==> src/rtl/gray_conv_arbiter_if.sv <==
// Handshake bundle for gray_conv_arbiter: two request channels and one response channel.
// master = requesters/consumer side, slave = arbiter side.
interface gray_conv_arbiter_if #(
    parameter int WIDTH = 4
);
    logic             req0_valid;
    logic             req0_ready;
    logic             req0_mode;
    logic [WIDTH-1:0] req0_data;
    logic             req1_valid;
    logic             req1_ready;
    logic             req1_mode;
    logic [WIDTH-1:0] req1_data;
    logic             rsp_valid;
    logic             rsp_ready;
    logic             rsp_id;
    logic             rsp_mode;
    logic [WIDTH-1:0] rsp_data;

    modport master (
        output req0_valid, req0_mode, req0_data,
        output req1_valid, req1_mode, req1_data,
        output rsp_ready,
        input  req0_ready, req1_ready,
        input  rsp_valid, rsp_id, rsp_mode, rsp_data
    );

    modport slave (
        input  req0_valid, req0_mode, req0_data,
        input  req1_valid, req1_mode, req1_data,
        input  rsp_ready,
        output req0_ready, req1_ready,
        output rsp_valid, rsp_id, rsp_mode, rsp_data
    );
endinterface

==> src/rtl/gray_conv_arbiter.sv <==
// Two-requester round-robin arbiter in front of one shared binary<->Gray converter.
// Optional per-requester acceptance counters under GRAY_CONV_ARBITER_STATS_EN.
//
// state | meaning
// IDLE  | no result held, rsp_valid=0
// RESP  | result held on response port, rsp_valid=1
module gray_conv_arbiter #(
    parameter int WIDTH = 4
) (
    input  logic                clk,
    input  logic                rst_n,
    gray_conv_arbiter_if.slave  bus
`ifdef GRAY_CONV_ARBITER_STATS_EN
    ,
    output logic [15:0]         acc0_cnt,
    output logic [15:0]         acc1_cnt
`endif
);

    typedef enum logic {IDLE = 1'b0, RESP = 1'b1} state_t;

    state_t           state;
    state_t           state_nxt;
    logic             last_grant;
    logic             can_accept;
    logic             ready0;
    logic             ready1;
    logic             accept;
    logic             grant_id;
    logic             sel_mode;
    logic [WIDTH-1:0] sel_data;
    logic [WIDTH-1:0] conv_data;
    logic             rsp_id_q;
    logic             rsp_mode_q;
    logic [WIDTH-1:0] rsp_data_q;

    // One bit chain serves both directions: Gray->binary folds the running result,
    // binary->Gray folds the neighbouring input bit.
    function automatic logic [WIDTH-1:0] convert(input logic mode, input logic [WIDTH-1:0] d);
        logic [WIDTH-1:0] r;
        r = '0;
        r[WIDTH-1] = d[WIDTH-1];
        for (int i = WIDTH - 2; i >= 0; i--) begin
            r[i] = mode ? (r[i+1] ^ d[i]) : (d[i+1] ^ d[i]);
        end
        return r;
    endfunction

    always_comb begin
        state_nxt  = state;
        ready0     = 1'b0;
        ready1     = 1'b0;
        can_accept = rst_n && ((state == IDLE) || bus.rsp_ready);
        if (can_accept) begin
            if (bus.req0_valid && bus.req1_valid) begin
                if (last_grant) ready0 = 1'b1;
                else            ready1 = 1'b1;
            end else if (bus.req0_valid) begin
                ready0 = 1'b1;
            end else if (bus.req1_valid) begin
                ready1 = 1'b1;
            end
        end
        accept   = ready0 | ready1;
        grant_id = ready1;
        if (accept) begin
            state_nxt = RESP;
        end else if ((state == RESP) && bus.rsp_ready) begin
            state_nxt = IDLE;
        end
    end

    always_comb begin
        sel_mode  = grant_id ? bus.req1_mode : bus.req0_mode;
        sel_data  = grant_id ? bus.req1_data : bus.req0_data;
        conv_data = convert(sel_mode, sel_data);
    end

    // last_grant resets to 1 so requester 0 wins the first contested cycle.
    always_ff @(posedge clk) begin
        if (!rst_n) begin
            state      <= IDLE;
            last_grant <= 1'b1;
            rsp_id_q   <= 1'b0;
            rsp_mode_q <= 1'b0;
            rsp_data_q <= '0;
        end else begin
            state <= state_nxt;
            if (accept) begin
                last_grant <= grant_id;
                rsp_id_q   <= grant_id;
                rsp_mode_q <= sel_mode;
                rsp_data_q <= conv_data;
            end
        end
    end

    assign bus.req0_ready = ready0;
    assign bus.req1_ready = ready1;
    assign bus.rsp_valid  = (state == RESP);
    assign bus.rsp_id     = rsp_id_q;
    assign bus.rsp_mode   = rsp_mode_q;
    assign bus.rsp_data   = rsp_data_q;

`ifdef GRAY_CONV_ARBITER_STATS_EN
    always_ff @(posedge clk) begin
        if (!rst_n) begin
            acc0_cnt <= '0;
            acc1_cnt <= '0;
        end else begin
            if (ready0 && (acc0_cnt != 16'hFFFF)) acc0_cnt <= acc0_cnt + 16'd1;
            if (ready1 && (acc1_cnt != 16'hFFFF)) acc1_cnt <= acc1_cnt + 16'd1;
        end
    end
`endif

endmodule

==> src/flat_wrapper.sv <==
// flat-port wrapper written by rule: the top's interface ports become plain ports
module gray_conv_arbiter_flat 
#(
    parameter int WIDTH = 4
)
  (clk, rst_n, bus_req0_valid, bus_req0_mode, bus_req0_data, bus_req1_valid, bus_req1_mode, bus_req1_data, bus_rsp_ready, bus_req0_ready, bus_req1_ready, bus_rsp_valid, bus_rsp_id, bus_rsp_mode, bus_rsp_data);
  gray_conv_arbiter_if #(.WIDTH(WIDTH)) bus_i ();
  input  logic clk;
  input  logic rst_n;
  input wire logic [$bits(bus_i.req0_valid)-1:0] bus_req0_valid;
  input wire logic [$bits(bus_i.req0_mode)-1:0] bus_req0_mode;
  input wire logic [$bits(bus_i.req0_data)-1:0] bus_req0_data;
  input wire logic [$bits(bus_i.req1_valid)-1:0] bus_req1_valid;
  input wire logic [$bits(bus_i.req1_mode)-1:0] bus_req1_mode;
  input wire logic [$bits(bus_i.req1_data)-1:0] bus_req1_data;
  input wire logic [$bits(bus_i.rsp_ready)-1:0] bus_rsp_ready;
  output wire logic [$bits(bus_i.req0_ready)-1:0] bus_req0_ready;
  output wire logic [$bits(bus_i.req1_ready)-1:0] bus_req1_ready;
  output wire logic [$bits(bus_i.rsp_valid)-1:0] bus_rsp_valid;
  output wire logic [$bits(bus_i.rsp_id)-1:0] bus_rsp_id;
  output wire logic [$bits(bus_i.rsp_mode)-1:0] bus_rsp_mode;
  output wire logic [$bits(bus_i.rsp_data)-1:0] bus_rsp_data;
  assign bus_i.req0_valid = bus_req0_valid;
  assign bus_i.req0_mode = bus_req0_mode;
  assign bus_i.req0_data = bus_req0_data;
  assign bus_i.req1_valid = bus_req1_valid;
  assign bus_i.req1_mode = bus_req1_mode;
  assign bus_i.req1_data = bus_req1_data;
  assign bus_i.rsp_ready = bus_rsp_ready;
  assign bus_req0_ready = bus_i.req0_ready;
  assign bus_req1_ready = bus_i.req1_ready;
  assign bus_rsp_valid = bus_i.rsp_valid;
  assign bus_rsp_id = bus_i.rsp_id;
  assign bus_rsp_mode = bus_i.rsp_mode;
  assign bus_rsp_data = bus_i.rsp_data;
  gray_conv_arbiter #(.WIDTH(WIDTH)) u_core (.clk(clk), .rst_n(rst_n), .bus(bus_i));
endmodule
==> config.mk <==
export PLATFORM = sky130hd
export DESIGN_NAME = gray_conv_arbiter_flat
export DESIGN_NICKNAME = d
export VERILOG_FILES = /design/src/rtl/gray_conv_arbiter_if.sv /design/src/rtl/gray_conv_arbiter.sv /design/src/flat_wrapper.sv
export SDC_FILE = /design/constraint.sdc
export NUM_CORES = 1
export LEC_CHECK = 0
export ABC_AREA = 1
export BUFFER_PORTS_ARGS = -buffer_cell sky130_fd_sc_hd__buf_2
export CAP_MARGIN = 40
export CORE_MARGIN = 2
export CORE_UTILIZATION = 41
export DETAILED_ROUTE_END_ITERATION = 10
export HOLD_SLACK_MARGIN = 0.03
export PLACE_DENSITY_LB_ADDON = 0.3
export SYNTH_ARGS = -nofsm -noshare
export SYNTH_HDL_FRONTEND = slang
export SYNTH_SLANG_ARGS = --single-unit
==> constraint.sdc <==
create_clock -name clk -period 1.4 [get_ports clk]
set_input_delay 0.14 -clock clk [delete_from_list [all_inputs] [get_ports clk]]
set_output_delay 0.14 -clock clk [all_outputs]
set_load 0.05 [all_outputs]
==> results of run 1 <==
## kinds of logic after synthesis
group / Yosys count / share of synthesized area, %
buffers and inverters: 23 / 16.4
AND/OR/NAND/NOR: 46 / 35.5
flip-flops: 8 / 27.7
AO/OA/AOI/OAI: 15 / 20.3
## power by group through the flow
stage	registers, mW	clock network (mW)	logic, mW
after floorplan	0.320	0	0.141
after global placement	0.261	0	0.277
after detailed placement	0.262	0	0.282
after CTS	0.258	0.198	0.306
after global routing	0.261	0.206	0.337
final	0.258	0.184	0.312
## timing repair
| item | in CTS | in global routing |
|---|---|---|
| gates cloned | 1 | 0 |
| gates resized for setup | 8 | 3 |
| pin swaps | 5 | 1 |
| setup endpoints to repair | 4 | 5 |
| hold endpoints to repair | 0 | 0 |
| hold buffers | 0 | 0 |
| setup buffers | 3 | 0 |
## cell type report
class                           count  area [um2]
Multi-Input combinational cell     62         367
Timing Repair Buffer               34         214
Clock buffer                        4        26.3
Sequential cell                     8         164
Fill cell                         125         429
Tap cell                           15        18.8
Inverter                           21        82.6
## stage by stage
step                total power, mW  instance area, um2  util, %  hold WS [ns]
global placement              0.538                 778     59.8         0.441
floorplan                     0.461                 603        -         0.239
detailed placement            0.544                 778     59.8         0.437
finish                        0.755                 872     67.0         0.174
CTS                           0.762                 863     66.3         0.162
global route                  0.805                 872     67.0         0.177
## worst max-delay path by stage
stage                    startpoint                      to  slack, ns  cells past startpoint
2_1_floorplan  u_core.bus.rsp_valid  u_core.bus.rsp_data[0]      -0.10                     11
3_3_place_gp   u_core.bus.rsp_valid  u_core.bus.rsp_data[1]      -0.02                     10
3_5_place_dp   u_core.bus.rsp_valid  u_core.bus.rsp_data[1]      -0.08                     10
4_1_cts           u_core.last_grant  u_core.bus.rsp_data[1]      0.005                     11
5_1_grt        u_core.bus.rsp_valid  u_core.bus.rsp_data[1]      -0.13                     10
6_report       u_core.bus.rsp_valid  u_core.bus.rsp_data[1]      -0.02                     11
## worst max-delay path, stage by stage (launching register included)
cell and delay, ns:
dfxtp_4 0.35, a21oi_4 0.15, buf_6 0.12, nand2_4 0.08, nand2_1 0.09, nand2_2 0.07
nand2_2 0.09, nand3_2 0.10, nand3_1 0.09, nand3_1 0.08, nand2_1 0.07, inv_1 0.03
## layer usage
layer  GRT usage (%)  up-vias  wire, um  part of all wire, %
met5               0        -         0                    0
met4            12.3        0        29                  1.9
met3            3.04        4        69                  4.5
met2            34.7       18       794                   51
met1            22.0      304       648                   42
li1                -      356         -                    -
## layout by cell type (no fill, tap or decap)
cell type / netlist / routed
nand2_4: 1 / 2
clkinvlp_4: 0 / 1
o21ai_0: 1 / 1
inv_2: 1 / 1
nand3_2: 1 / 1
o21ai_2: 3 / 3
nand2_1: 32 / 27
a21oi_1: 3 / 3
a211oi_4: 0 / 1
clkbuf_4: 0 / 3
nand2_2: 3 / 8
a21oi_4: 1 / 2
clkbuf_1: 0 / 1
o211ai_1: 4 / 4
dfxtp_1: 8 / 7
buf_2: 1 / 21
dfxtp_4: 0 / 1
buf_4: 0 / 10
nand3_1: 6 / 6
nand3b_1: 1 / 1
inv_1: 20 / 19
buf_6: 1 / 3
a21oi_2: 2 / 1
nor2_1: 2 / 2
## synthesized netlist by cell type, drive strengths merged
cell    count
nand3b      1
nand3       7
inv        21
o211ai      4
buf         2
o21ai       4
nand2      36
a21oi       6
nor2        2
dfxtp       8
a211oi      1
## flip-flops by register name, summed over array words and instances (netlist names)
| signal | count |
|---|---|
| u_core.bus.rsp_mode | 1 |
| u_core.bus.rsp_valid | 1 |
| u_core.bus.rsp_id | 1 |
| u_core.last_grant | 1 |
| u_core.bus.rsp_data | 4 |
==> impl_metrics.yaml, run 1 <==
clock_network:
  cts_tree: "yes"
  clkSlewWorstSetupHoldPaths_ns: 0.06
  htreeDepth: 1
  clock-sinks: 8
  cts_buffers: 3
  clockRootBuffer: "clkbuf_4"
  clock_path_buffers: 2
  worstSkewPairLatency_ns: 0.25
timing:
  relSlewSlack_pct: 83.3
  hold_viol: 0
  max_freq_mhz: 703
  setup_viol: 2
  drv_slew: 0
  setup_ws_ns: -0.0228
  worst_pin_slew_ns: 0.252
  finClkSkew_ns: 0.00819
  rsz0062_at_grt: "yes"
  tns_ns: -0.0282
  period_share_pct: 102
  min_period_ns: 1.42
placement:
  place_ws_ns: -0.0789
  place.gp.congestion: 0.790
  portBuffers: 23
  place_inst: 136
  hpwlAfterDp_um: 1160
die:
  die_h_um: 41.6
  die_area_mm2: 0.00173
  placementRows: 13
  core_mm2: 0.00130
  num_io_pins: 24
  die_x_um: 41.6
  initial_core_util_pct: 44.4
finish:
  diodes: 0
  drive_gt1_share_pct: 45.0
  syn_to_final_growth_pct: 50.9
  final_nets: 145
  stdcell_count: 144
synth:
  yosysSeqAreaShare_pct: 27.7
  yosysTopAreaCell: "dfxtp_1"
  syn_inst: 92
  synth_seq_cells: 8
  synth_fp_nets: 107
  syn_area_um2: 578
  synth.top_cell.area_share_pct: 27.7
  avgSynthCellArea_um2: 6.28
  ys_types: 19
  yosys_warnings: 0
  synthTopCellsByArea: "dfxtp_1 (28%), nand2_1 (21%), inv_1 (13%)"
worst_setup_path:
  worst-endpoint-arrival_ns: 1.58
  r2r_start: "u_core.bus.rsp_valid"
  r2r_cells: 11
  critPathCaptureType: "register"
  r2r-end: "u_core.bus.rsp_data[1]"
  r2r_setup_slack_ns: -0.02
  cp_max_fo: 7
  critPathKind: "reg2reg"
  worstPathRequired_ns: 1.56
  startpoint_type: "register"
power:
  p_sw_mw: 0.288
  share_comb_of_total_power_pct: 41.4
  swShare_pct: 38.1
  power_density_mw_per_mm2: 866
  p_int_mw: 0.468
  power_leakage_nw: 0.519
  p_seq_share_pct: 34.2
  clock_power_share_pct: 24.4
  ir_drop_v: 0.000660
flow_run:
  maxCapViolCount: 0
drt:
  detail_route.wl_per_cell_um: 10.7
  initialDrtViolationCount: 9
  vias_per_cell: 4.74
  dr.pass1.iters: 4
  drcViolationCount: 0
  drtAntennaViolNets: 0
  wl_um: 1540
  num_vias: 682
global_routing:
  grt_pass1_vias: 666
  gr-total-overflow: 0
  grt_pass1_wl_um: 2650
  grt_antenna_before_repair: 0
  grt_max_degree: 13
  groute.usage.overall_pct: 19.8
worst_hold_path:
  hold_class: "in2reg"
  min_to: "u_core.bus.rsp_valid"
  hold_depth: 3
  hp-start: "rst_n"
status:
  outcome: "finished, violations left"
  violations: "negative setup slack"
Power figures use the tool's default switching activity.
==> run 2: changes to the inputs <==
- clock period: 1.4 -> 1.15 ns (I/O delays scaled with it)
==> impl_metrics.yaml, run 2 (synthesis results as in run 1) <==
worst_setup_path:
  cp_max_fo: 2
  max_stage_delay_ns: 0.33
  critPathKind: "reg2reg"
  slowest_stage: "dfxtp_2"
  path_cells: "a21oi_4 -> buf_4 -> buf_6 -> nand3_2 -> nand2_2 -> nand2_2 -> nand2_2 -> nand2_1 -> nand3_1 -> nand3_1 -> nand2_1 -> inv_1"
  worst-endpoint-arrival_ns: 1.57
  startpoint_type: "register"
  critPathCaptureType: "register"
  worstPathRequired_ns: 1.30
  cpMostUsedCell: "nand2_2"
timing:
  tns_ns: -1.73
  setup_viol: 10
  rsz0062_at_grt: "yes"
  period_share_pct: 124
  hold_viol: 0
  worst_pin_slew_ns: 0.250
  drv_slew: 0
  relSlewSlack_pct: 83.4
  finClkSkew_ns: 0.00618
  holdWs_ns: 0.193
  setup_ws_ns: -0.278
  max_freq_mhz: 700
  min_period_ns: 1.43
placement:
  postPlaceCellArea_um2: 786
  hpwlAfterDp_um: 1070
  place_inst: 138
  place_ws_ns: -0.327
  place.gp.congestion: 0.729
  portBuffers: 23
drt:
  detail_route.wl_per_cell_um: 12.2
  vias_per_cell: 4.86
  num_vias: 734
  wl_um: 1840
  drtAntennaViolNets: 0
  drcViolationCount: 0
  initialDrtViolationCount: 8
  dr.pass1.iters: 4
finish:
  drive_gt1_share_pct: 58.1
  largest_register_ffs: 4
  nFillCells: 99
  layout_commonest_cell: "nand2_1"
  final_cell_mix: "nand2_1 (22), buf_2 (21), inv_1 (16)"
  diodes: 0
  final_area_mm2: 0.00100
  syn_to_final_growth_pct: 73.4
  seq_area_um2: 165
  final_nets: 152
  final_util_pct: 77.0
  multi_input_area_um2: 418
  stdcell_count: 151
power:
  ir_drop_v: 0.000819
  power_density_mw_per_mm2: 997
  power_leakage_nw: 0.558
  total_power_mw: 0.999
flow_run:
  maxCapViolCount: 0
die:
  core_mm2: 0.00130
  die_x_um: 41.6
  placementRows: 13
  die_h_um: 41.6
  die_area_mm2: 0.00173
  initial_core_util_pct: 44.4
  num_io_pins: 24
clock_network:
  cts_tree: "yes"
  clkSlewWorstSetupHoldPaths_ns: 0.06
  worstSkewPairLatency_ns: 0.25
  clockRootBuffer: "clkbuf_4"
  clock_path_buffers: 2
  cts_buffers: 3
  clock-sinks: 8
  htreeDepth: 1
global_routing:
  grt_pass1_wl_um: 2860
  groute.usage.overall_pct: 20.9
  grt_pass1_vias: 684
  gr-total-overflow: 0
  grt_max_degree: 8
  grt_antenna_before_repair: 0
status:
  outcome: "finished, violations left"
  violations: "negative setup slack"
worst_hold_path:
  hold_class: "in2reg"
## run 2: report_power, final
part           switching (mW)  leakage (nW)  internal [mW]  total [mW]
Combinational           0.275         0.477          0.178       0.453
Clock                  0.0966        0.0150          0.133       0.229
Sequential             0.0150        0.0666          0.301       0.316
## run 2: final cells by class
class | count | area share [%]
inverter | 21 | 8.74
sequential | 8 | 16.5
timing repair buffer | 41 | 28.6
multi-input combinational | 62 | 41.7
clock buffer | 4 | 2.62
tap | 15 | 1.87
## run 2: path summary, 6_finish.rpt
kind	from	end	slack, ns	cells after the start
max	u_core.last_grant	u_core.bus.rsp_data[1]	-0.28	12
min	bus_rsp_ready	u_core.bus.rsp_valid	0.19	4
max reg2reg	u_core.last_grant	u_core.bus.rsp_data[1]	-0.28	12
min reg2reg	u_core.bus.rsp_id	u_core.bus.rsp_id	0.47	2
## run 2: worst max-delay path: cells and delay by family (launching register included)
family | cells | cell delay (ns)
AND/OR/NAND/NOR | 8 | 0.56
AO/OA/AOI/OAI | 1 | 0.14
flip-flops | 1 | 0.33
buffers and inverters | 3 | 0.29
## run 2: repair_timing
| item | CTS | global route |
|---|---|---|
| pin swaps | 12 | 3 |
| gates cloned | 2 | 0 |
| resized for setup | 23 | 11 |
| setup buffers | 4 | 3 |
| setup endpoints to repair | 10 | 10 |
| hold buffers | 0 | 0 |
## run 2: metal layers
metal | vias up | part of all wire, % | GRT usage (%)
met4 | 0 | 2.9 | 9.03
met2 | 25 | 51 | 37.8
li1 | 373 | - | -
met1 | 330 | 42 | 23.7
met3 | 6 | 4.7 | 3.48
met5 | - | 0 | 0
==> run 3: changes to the inputs <==
- SKIP_LAST_GASP: not set -> 1
==> impl_metrics.yaml, run 3 (synthesis results as in run 1) <==
worst_setup_path:
  cp_max_fo: 7
  r2r-end: "u_core.bus.rsp_data[1]"
  path_cells: "a21oi_4 -> buf_12 -> nand2_8 -> nand2_2 -> nand2_2 -> nand2_2 -> nand3_2 -> nand3_2 -> nand3_1 -> nand2_1 -> inv_1"
  r2r_setup_slack_ns: -0.29
  r2r_start: "u_core.bus.rsp_valid"
  cpMostUsedCell: "nand2_2"
  worst-endpoint-arrival_ns: 1.58
  startpoint_type: "register"
  slowest_stage: "dfxtp_4"
  worstPathRequired_ns: 1.29
  crit_family: "simple AND/OR/NAND/NOR gates"
  r2r_cells: 11
  crit_start: "u_core.bus.rsp_valid"
  crit_buf_inv: 2
  critPathKind: "reg2reg"
  max_stage_delay_ns: 0.35
  critPathCaptureType: "register"
finish:
  final_nets: 152
  final_area_um2: 1000
  nFillCells: 100
  diodes: 0
  multi_input_area_um2: 415
  largest_register_ffs: 4
  seq_area_um2: 165
  drive_gt1_share_pct: 57.4
  final_cell_mix: "nand2_1 (23), buf_2 (21), inv_1 (16)"
  syn_to_final_growth_pct: 72.9
  layout_commonest_cell: "nand2_1"
die:
  num_io_pins: 24
  core_mm2: 0.00130
  die_h_um: 41.6
  die_x_um: 41.6
  die_area_mm2: 0.00173
  placementRows: 13
  initial_core_util_pct: 44.4
drt:
  num_vias: 730
  drtAntennaViolNets: 0
  drcViolationCount: 0
  detail_route.wl_per_cell_um: 12.1
  dr.pass1.iters: 4
  initialDrtViolationCount: 9
  wl_um: 1820
  vias_per_cell: 4.83
power:
  ir_drop_v: 0.000817
  total_power_mw: 0.996
  power_density_mw_per_mm2: 997
  power_leakage_nw: 0.558
clock_network:
  htreeDepth: 1
  clockRootBuffer: "clkbuf_4"
  cts_tree: "yes"
  clkSlewWorstSetupHoldPaths_ns: 0.06
  cts_buffers: 3
  worstSkewPairLatency_ns: 0.25
  postCtsHoldBufs: 0
  clock-sinks: 8
  clock_path_buffers: 2
global_routing:
  grt_max_degree: 8
  groute.usage.overall_pct: 20.9
  grt_antenna_before_repair: 0
  grt_pass1_wl_um: 2860
  grt_pass1_vias: 684
  gr-total-overflow: 0
timing:
  tns_ns: -1.71
  finClkSkew_ns: 0.00563
  rsz0062_at_grt: "yes"
  worst_pin_slew_ns: 0.250
  drv_slew: 0
  setup_viol: 10
  period_share_pct: 125
  relSlewSlack_pct: 83.4
  hold_viol: 0
  max_freq_mhz: 695
  min_period_ns: 1.44
  setup_ws_ns: -0.288
status:
  outcome: "finished, violations left"
  violations: "negative setup slack"
placement:
  place.gp.congestion: 0.729
  postPlaceCellArea_um2: 786
  hpwlAfterDp_um: 1070
  portBuffers: 23
worst_hold_path:
  hold_depth: 4
  hp-start: "bus_rsp_ready"
  hold_class: "in2reg"
  min_to: "u_core.bus.rsp_valid"
flow_run:
  maxCapViolCount: 0
run 3: cell types whose count changed in the layout (fill, tap and decap cells not counted):
cell | previous run | this run
nand2_1 | 22 | 23
nand2_2 | 13 | 12
run 3: power breakdown:
group	leakage [nW]	switching, mW	internal [mW]
Sequential	0.0666	0.0149	0.301
Combinational	0.476	0.275	0.178
Clock	0.0150	0.0954	0.133
Total	0.558	0.385	0.611
run 3: stage by stage:
step | cells | hold slack [ns] | worst slack (ns) | utilization, %
after global placement | 138 | 0.408 | -0.310 | 60.4
after floorplan | 92 | 0.214 | -0.352 | -
after CTS | 148 | 0.161 | -0.249 | 72.3
after detailed placement | 138 | 0.424 | -0.327 | 60.4
after global routing | 151 | 0.204 | -0.384 | 76.8
final | 151 | 0.191 | -0.288 | 76.8
run 3: per-layer routing:
layer / up-vias / wire length [um] / GRT usage [%]
li1: 376 / - / -
met3: 4 / 79 / 3.48
met5: - / 0 / 0
met4: 0 / 17 / 9.03
met2: 21 / 920 / 37.8
met1: 329 / 804 / 23.7
run 3: timing repair:
item	in CTS	in global routing
buffers inserted	4	3
pin swaps	12	3
gates cloned	2	0
resized for setup	23	10
setup endpoints to repair	10	10
run 3: worst max path at each step:
stage                                   endpoint  cells after the start
after detailed placement  u_core.bus.rsp_data[1]                     10
after CTS                         bus_req1_ready                      4
after global placement    u_core.bus.rsp_data[1]                     10
after global routing      u_core.bus.rsp_data[1]                     11
final                     u_core.bus.rsp_data[1]                     11
after floorplan           u_core.bus.rsp_data[0]                     11
run 3: final cells by class:
cell class	instances	share of cell area, %
clock buffer	4	2.63
inverter	21	8.76
tap	15	1.88
sequential	8	16.5
timing repair buffer	41	28.7
multi-input combinational	62	41.6
run 3: worst min-delay path, cell delays in order:
cell	delay (ns)
buf_2	0.08
inv_1	0.06
nand2_1	0.10
a21oi_2	0.05
